File: src/rtl/axi_master_pkg.sv
// Shared types and AXI encodings for the single-outstanding AXI4 burst initiator.
package axi_master_pkg;

    // Transaction phases; one burst in flight at a time.
    typedef enum logic [2:0] {
        StIdle,
        StAw,
        StW,
        StB,
        StAr,
        StR
    } state_e;

    // AXI burst types.
    localparam logic [1:0] BurstFixed = 2'b00;
    localparam logic [1:0] BurstIncr  = 2'b01;
    localparam logic [1:0] BurstWrap  = 2'b10;

    // AXI response codes; OR-combining them lets SLVERR/DECERR dominate OKAY.
    localparam logic [1:0] RespOkay   = 2'b00;
    localparam logic [1:0] RespExokay = 2'b01;
    localparam logic [1:0] RespSlverr = 2'b10;
    localparam logic [1:0] RespDecerr = 2'b11;

endpackage

File: src/rtl/axi_burst_master.sv
// AXI4 initiator: turns a command + write/read stream into one INCR burst at a time
// and reports the final AXI response with a one-cycle done pulse.
module axi_burst_master
    import axi_master_pkg::*;
#(
    parameter int unsigned G_DATAWIDTH = 32,
    parameter int unsigned G_ADDRWIDTH = 10,
    parameter int unsigned G_ID_WIDTH  = 1,
    parameter int unsigned G_ID_VALUE  = 0
) (
    input  logic                     s_aclk,
    input  logic                     s_aresetn,
    // Command interface
    input  logic                     cmd_valid,
    output logic                     cmd_ready,
    input  logic                     cmd_write,
    input  logic [G_ADDRWIDTH-1:0]   cmd_addr,
    input  logic [7:0]               cmd_len,
    // Write payload stream
    input  logic [G_DATAWIDTH-1:0]   wr_data,
    input  logic                     wr_valid,
    output logic                     wr_ready,
    // Read payload stream
    output logic [G_DATAWIDTH-1:0]   rd_data,
    output logic                     rd_valid,
    input  logic                     rd_ready,
    output logic                     rd_last,
    // Completion / status
    output logic                     done,
    output logic [1:0]               done_resp,
    output logic                     proto_err,
    // AXI write address channel
    output logic [G_ID_WIDTH-1:0]    m_axi_awid,
    output logic [G_ADDRWIDTH-1:0]   m_axi_awaddr,
    output logic [7:0]               m_axi_awlen,
    output logic [2:0]               m_axi_awsize,
    output logic [1:0]               m_axi_awburst,
    output logic                     m_axi_awvalid,
    input  logic                     m_axi_awready,
    // AXI write data channel
    output logic [G_DATAWIDTH-1:0]   m_axi_wdata,
    output logic [G_DATAWIDTH/8-1:0] m_axi_wstrb,
    output logic                     m_axi_wlast,
    output logic                     m_axi_wvalid,
    input  logic                     m_axi_wready,
    // AXI write response channel
    input  logic [G_ID_WIDTH-1:0]    m_axi_bid,
    input  logic [1:0]               m_axi_bresp,
    input  logic                     m_axi_bvalid,
    output logic                     m_axi_bready,
    // AXI read address channel
    output logic [G_ID_WIDTH-1:0]    m_axi_arid,
    output logic [G_ADDRWIDTH-1:0]   m_axi_araddr,
    output logic [7:0]               m_axi_arlen,
    output logic [2:0]               m_axi_arsize,
    output logic [1:0]               m_axi_arburst,
    output logic                     m_axi_arvalid,
    input  logic                     m_axi_arready,
    // AXI read data channel
    input  logic [G_ID_WIDTH-1:0]    m_axi_rid,
    input  logic [G_DATAWIDTH-1:0]   m_axi_rdata,
    input  logic [1:0]               m_axi_rresp,
    input  logic                     m_axi_rlast,
    input  logic                     m_axi_rvalid,
    output logic                     m_axi_rready
);

    localparam logic [G_ID_WIDTH-1:0] IdVal  = G_ID_WIDTH'(G_ID_VALUE);
    localparam logic [2:0]            AxSize = 3'($clog2(G_DATAWIDTH / 8));

    state_e                 state_q, state_d;
    logic [G_ADDRWIDTH-1:0] addr_q, addr_d;
    logic [7:0]             len_q, len_d;
    logic [7:0]             beat_q, beat_d;
    logic [1:0]             resp_acc_q, resp_acc_d;
    logic                   cmd_ready_q, cmd_ready_d;
    logic                   done_q, done_d;
    logic [1:0]             done_resp_q, done_resp_d;
    logic                   proto_err_q, proto_err_d;

    // Single-ID initiator: returned IDs carry no information.
    logic unused_ids;
    assign unused_ids = ^{m_axi_bid, m_axi_rid};

    logic last_beat;
    assign last_beat = (beat_q == len_q);

    // State and datapath registers; reset drops every valid at once.
    always_ff @(posedge s_aclk or negedge s_aresetn) begin
        if (!s_aresetn) begin
            state_q     <= StIdle;
            addr_q      <= '0;
            len_q       <= '0;
            beat_q      <= '0;
            resp_acc_q  <= RespOkay;
            cmd_ready_q <= 1'b0;
            done_q      <= 1'b0;
            done_resp_q <= RespOkay;
            proto_err_q <= 1'b0;
        end else begin
            state_q     <= state_d;
            addr_q      <= addr_d;
            len_q       <= len_d;
            beat_q      <= beat_d;
            resp_acc_q  <= resp_acc_d;
            cmd_ready_q <= cmd_ready_d;
            done_q      <= done_d;
            done_resp_q <= done_resp_d;
            proto_err_q <= proto_err_d;
        end
    end

    // Next-state, beat counting, response accumulation and protocol checking.
    always_comb begin
        state_d     = state_q;
        addr_d      = addr_q;
        len_d       = len_q;
        beat_d      = beat_q;
        resp_acc_d  = resp_acc_q;
        cmd_ready_d = 1'b0;
        done_d      = 1'b0;
        done_resp_d = done_resp_q;
        proto_err_d = proto_err_q;

        unique case (state_q)
            StIdle: begin
                // cmd_ready rises one cycle after entering idle, i.e. one cycle after done.
                cmd_ready_d = 1'b1;
                if (cmd_valid && cmd_ready_q) begin
                    addr_d      = cmd_addr;
                    len_d       = cmd_len;
                    beat_d      = '0;
                    resp_acc_d  = RespOkay;
                    cmd_ready_d = 1'b0;
                    state_d     = cmd_write ? StAw : StAr;
                end
            end
            StAw: begin
                if (m_axi_awready) begin
                    state_d = StW;
                end
            end
            StW: begin
                if (wr_valid && m_axi_wready) begin
                    beat_d = beat_q + 8'd1;
                    if (last_beat) begin
                        state_d = StB;
                    end
                end
            end
            StB: begin
                if (m_axi_bvalid) begin
                    done_d      = 1'b1;
                    done_resp_d = m_axi_bresp;
                    state_d     = StIdle;
                end
            end
            StAr: begin
                if (m_axi_arready) begin
                    state_d = StR;
                end
            end
            StR: begin
                if (m_axi_rvalid && rd_ready) begin
                    beat_d     = beat_q + 8'd1;
                    resp_acc_d = resp_acc_q | m_axi_rresp;
                    if (m_axi_rlast) begin
                        if (!last_beat) begin
                            proto_err_d = 1'b1;
                        end
                        done_d      = 1'b1;
                        done_resp_d = resp_acc_d;
                        state_d     = StIdle;
                    end else if (last_beat) begin
                        // Missing rlast: flag it but keep draining until the responder ends.
                        proto_err_d = 1'b1;
                    end
                end
            end
            default: begin
                state_d = StIdle;
            end
        endcase
    end

    // Command / status outputs
    assign cmd_ready = cmd_ready_q;
    assign done      = done_q;
    assign done_resp = done_resp_q;
    assign proto_err = proto_err_q;

    // Write address channel
    assign m_axi_awid    = IdVal;
    assign m_axi_awaddr  = addr_q;
    assign m_axi_awlen   = len_q;
    assign m_axi_awsize  = AxSize;
    assign m_axi_awburst = BurstIncr;
    assign m_axi_awvalid = (state_q == StAw);

    // Write data channel passes the stream straight through while in W
    assign m_axi_wdata  = wr_data;
    assign m_axi_wstrb  = '1;
    assign m_axi_wvalid = (state_q == StW) && wr_valid;
    assign m_axi_wlast  = (state_q == StW) && last_beat;
    assign wr_ready     = (state_q == StW) && m_axi_wready;

    // Write response channel
    assign m_axi_bready = (state_q == StB);

    // Read address channel
    assign m_axi_arid    = IdVal;
    assign m_axi_araddr  = addr_q;
    assign m_axi_arlen   = len_q;
    assign m_axi_arsize  = AxSize;
    assign m_axi_arburst = BurstIncr;
    assign m_axi_arvalid = (state_q == StAr);

    // Read data channel passes through to the stream while in R
    assign rd_data      = m_axi_rdata;
    assign rd_valid     = (state_q == StR) && m_axi_rvalid;
    assign rd_last      = (state_q == StR) && m_axi_rlast;
    assign m_axi_rready = (state_q == StR) && rd_ready;

endmodule

File: config.mk
export PLATFORM = sky130hd
export DESIGN_NAME = axi_burst_master
export DESIGN_NICKNAME = d
export VERILOG_FILES = /design/src/rtl/axi_master_pkg.sv /design/src/rtl/axi_burst_master.sv
export SDC_FILE = /design/constraint.sdc
export NUM_CORES = 1
export LEC_CHECK = 0
export ABC_CLOCK_PERIOD_IN_PS = 1700
export CAP_MARGIN = 10
export CORE_ASPECT_RATIO = 0.5
export CORE_MARGIN = 5
export CORE_UTILIZATION = 29
export DETAILED_ROUTE_END_ITERATION = 10
export PLACE_DENSITY_LB_ADDON = 0.08
export SLEW_MARGIN = 25
export SYNTH_ARGS = -nofsm -noshare
export SYNTH_HDL_FRONTEND = slang
export SYNTH_SLANG_ARGS = --single-unit
File: constraint.sdc
create_clock -name s_aclk -period 1.7 [get_ports s_aclk]
set_clock_uncertainty 0.1 [all_clocks]
set_input_delay 0.17 -clock s_aclk [delete_from_list [all_inputs] [get_ports s_aclk]]
set_output_delay 0.17 -clock s_aclk [all_outputs]
set_load 0.03 [all_outputs]
Word-level counts from Yosys, hierarchy flattened. Cells that the tools add are included.

Add/subtract/negate cells: 1. Eq/ne operators: 15. Multiplexer cells: 30. Bitwise operators: 1. Reduce and logical (&&, ||, !) cells: 20.

Operators by type and width (number): $mux W3 (9); $mux W8 (3); $pmux W8 S3 (1); $pmux W3 S6 (1); $ne A2 B2 Y1 const B (7); $reduce_and A4 Y1 (3); $mux W2 (5); $logic_and A1 B1 Y1 (9); $add A8 B1 Y8 const B (1); $eq A8 B8 Y1 (1); $mux W1 (8); $pmux W2 S2 (2); $reduce_and A8 Y1 (1); $eq A3 B2 Y1 const B (2); $eq A3 B3 Y1 const B (2); $reduce_bool A2 Y1 (3); $ne A2 B1 Y1 const B (2); $eq A3 B1 Y1 const B (1); $logic_not A3 Y1 (1); $reduce_and A3 Y1 (1); $reduce_bool A3 Y1 (1); $or A2 B2 Y2 (1); $pmux W1 S2 (1); $reduce_and A2 Y1 (1).

Register bits after elaboration: 36. Input bits: 100.

Longest topological paths before layout.
Word-level depth: 4. Mapped depth: 6. Mapped depth without buffers: 5.

Worst setup path before layout. No wires, ideal clock.

Kind: register to output. Start point: register len_q[7], in the netlist m_axi_arlen[7]. End point: output m_axi_wlast. Data arrival time: 1.540 ns. Data required time: 1.430 ns. Setup slack: -0.110 ns. Cell stages (with the launch flop): 4. Path buffers: 0. Cells stage by stage: dfrtp_1 xor2_1 nor4_1 and3_1.

Cells in the longest elaborated chain, start to end: 2.

RTL lines: start, declared (RTL line axi_burst_master.sv:73) `logic [7:0] len_q, len_d;`; start signal, assigned (RTL line axi_burst_master.sv:103) `len_q <= len_d;`; $eq A8 B8 Y1 (RTL line axi_burst_master.sv:86) `assign last_beat = (beat_q == len_q);`; $logic_and A1 B1 Y1 (RTL line axi_burst_master.sv:204) `assign m_axi_wlast = (state_q == StW) && last_beat;`; end, declared (RTL line axi_burst_master.sv:43) `output logic m_axi_wlast,`.

Every way passes these cells.

Worst setup path after layout.
Start point: register beat_q[1]. End point: output m_axi_wlast.

Cells in the longest elaborated chain, start to end: 2.

RTL lines: start, declared (RTL line axi_burst_master.sv:74) `logic [7:0] beat_q, beat_d;`; start signal, assigned (RTL line axi_burst_master.sv:104) `beat_q <= beat_d;`; $eq A8 B8 Y1 (RTL line axi_burst_master.sv:86); $logic_and A1 B1 Y1 (RTL line axi_burst_master.sv:204).

Every way passes these cells.

==> flow_metrics.tcl <==
set metrics [dict create \
    status "finished with violations" \
    violations "negative setup slack" \
    rrSetupSlack_ps -80 \
    drt_iter0_markers 85 \
    initial_core_util 0.3031 \
    grt.overflow.total 0 \
    ys_ff_latch 36 \
    start_kind "flop" \
    hold_viol_final 0 \
    die-area_mm2 0.01140 \
    route.detailed.drc 0 \
    netlist_instances 275 \
    p_total_mw 7.536 \
    rsz0062_at_grt "yes" \
    cts_tree "built" \
    finalSetupViolCount 29 \
    antenna_cells 0 \
    crit_path_end_kind "primary output" \
    cts_max_level 2 \
    async_flop_share 1.000 \
    core_mm2 0.008859 \
    vdd_drop_max_mv 0.9017 \
    vias 2086 \
    cts_root_buf "clkbuf_16" \
    drtPass1Iterations 4 \
    boundaryPins 230 \
    worstSetupPathType "reg -> out" \
    min_from "m_axi_rdata[11]" \
    required_ps 1430 \
    grt_pass1_wl_um 13220 \
    grt_max_degree 21 \
    utilization 0.4555 \
    ys_top_cells_by_area "dfrtp_1 (34%), buf_4 (27%), mux2_2 (8.4%), o31ai_1 (3.4%), xor2_1 (2.6%)" \
    synth_top_area_cell "dfrtp_1" \
    track_usage 0.1458 \
    dp.cells 413 \
    clock_sinks 36 \
    drv_slew 0 \
    synth-edff-count 0 \
    syn_to_final_growth_pct 50.28 \
    path_clk_slew_ps 60 \
    max_freq_mhz 538.3 \
    yosysWarnings 0 \
    numCtsBuffers 5 \
    post-dp-hpwl_um 6576 \
    hp-class "in -> out" \
    hold_end "rd_data[11]" \
    whs_path_depth 0 \
    powerDensity_mw_per_mm2 1868 \
    r2r_start "state_q[0]" \
    syn_avg_cell_area_um2 9.764 \
    final_cells 450 \
    period_share 1.093 \
    rows 24 \
    p_leak_nw 1.777 \
    regToRegEndpoint "m_axi_araddr[6]" \
    routedWlPerCell_um 20.75 \
    die_h_um 78.04 \
    layout_min_cycle_time_ps 1858 \
    setup_slack_ps -157.7 \
    finalNetCount 433 \
    ys.flop_type "dfrtp_1" \
    antenna_found_initial 0 \
    yosysSeqAreaShare 0.3355 \
    tightest_slew_ps 512.4 \
    netlist.area_leader.share 0.3355 \
    rr_worst_depth 5 \
    crit_path_max_fanout 2 \
    place.gp.congestion 0.7699 \
    grt_pass1_vias 2169 \
    wl_um 9339 \
    clkLatencyLatePin_ps 280 \
    synth_area_mm2 0.002685 \
    die_w_um 146.1 \
    ant_nets 0 \
    cts.path.max_buffers 2 \
    ys_types 48 \
    numPortBuffers 83 \
    cp.arrival_ps 1590 \
    viasPerCell 4.636 \
    drv_cap 0 \
    drive_gt1_frac 0.4414 \
    relSlewSlack 0.6584 \
]
## synthesized netlist by cell type (all sizes together), types with 3 or more instances
master and instances:
o31ai 12, nor4 3, nand3 5, nor2 3, xor2 8, o21ai 8
and3 3, nor3b 3, mux2 20, and2 8, nand2b 5, nand2 11
buf 107, a21oi 11, dfrtp 36
## worst max path at each step
stage	from	endpoint	slack [ps]	cells past startpoint
after CTS	m_axi_arlen[6]	m_axi_wlast	-180	5
after global routing	beat_q[6]	m_axi_wlast	-280	5
final	beat_q[1]	m_axi_wlast	-160	5
after detailed placement	cmd_valid	beat_q[5]	-180	6
after floorplan	state_q[0]	m_axi_awvalid	-110	3
after global placement	cmd_valid	m_axi_arlen[5]	-180	5
## per-stage QoR
stage	area [um2]	setup slack (ps)	hold WS, ps	TNS [ps]
floorplan	2753	-110.2	-225.6	-215.7
global placement	3194	-178.6	61.62	-4859
detailed placement	3194	-181.0	71.54	-4872
CTS	3686	-181.9	240.2	-1083
global route	4035	-282.9	240.0	-2978
finish	4035	-157.7	240.0	-1309
## registers in the layout, indices dropped and copies added (netlist names), 2 cells and up
signal	count
beat_q	8
done_resp	2
m_axi_araddr	10
m_axi_arlen	8
resp_acc_q	2
state_q	3
## per-layer routing
| metal | GRT usage | vias up | share of wire |
|---|---|---|---|
| met4 | 0.03565 | 0 | 0.013 |
| met3 | 0.07480 | 14 | 0.12 |
| li1 | - | 959 | - |
| met5 | 0.02083 | - | 0 |
| met2 | 0.2404 | 144 | 0.47 |
| met1 | 0.1693 | 969 | 0.40 |
## report_power, final
part / leakage (nW) / internal [mW] / total [mW] / switching, mW
Clock: 0.0808 / 0.690 / 1.05 / 0.362
Sequential: 0.456 / 1.18 / 1.49 / 0.309
Combinational: 1.24 / 2.36 / 4.99 / 2.63
## worst max-delay path, stage by stage (launching register included)
cell,delay (ps)
dfrtp_1,420
xor2_1,180
nor4_2,250
buf_4,160
and3_4,190
buf_12,110
## cells by family after synthesis
kind of cell / share of synthesized area
buffers and inverters: 0.2992
and+or+nand+nor: 0.1230
AOI/OAI and AO/OA: 0.1249
DFF: 0.3355
muxes: 0.08388
xor gates and xnor gates: 0.02610
other: 0.002797
adders and majority gates: 0.004659
## cells in the final DEF (no fill, tap or decap), types with 5 or more instances in the layout
master / instances
nand2_1: 10
a21oi_1: 5
buf_4: 41
dfrtp_1: 33
o31ai_4: 6
nand3_1: 5
conb_1: 16
mux2_4: 19
buf_6: 22
clkdlybuf4s50_1: 60
xor2_1: 8
and2_4: 5
clkbuf_16: 6
dlygate4sd2_1: 12
## area by class of cell
class	count	area, um2
clock inverters	2	35.03
clock buffers	6	128.9
flip-flops and latches	36	904.6
inverters	1	3.754
fillers	849	4823
repair buffers	144	1416
multi-input cells	144	1400
well taps	117	146.4
## what timing repair did
action,CTS,global route
setup endpoints to repair,34,43
setup buffers,16,10
hold buffers,1,0
hold endpoints to repair,18,0
pin swaps,6,21
cloned,3,1
resized for setup,54,62
No activity file was read; power rests on OpenSTA's default activity.
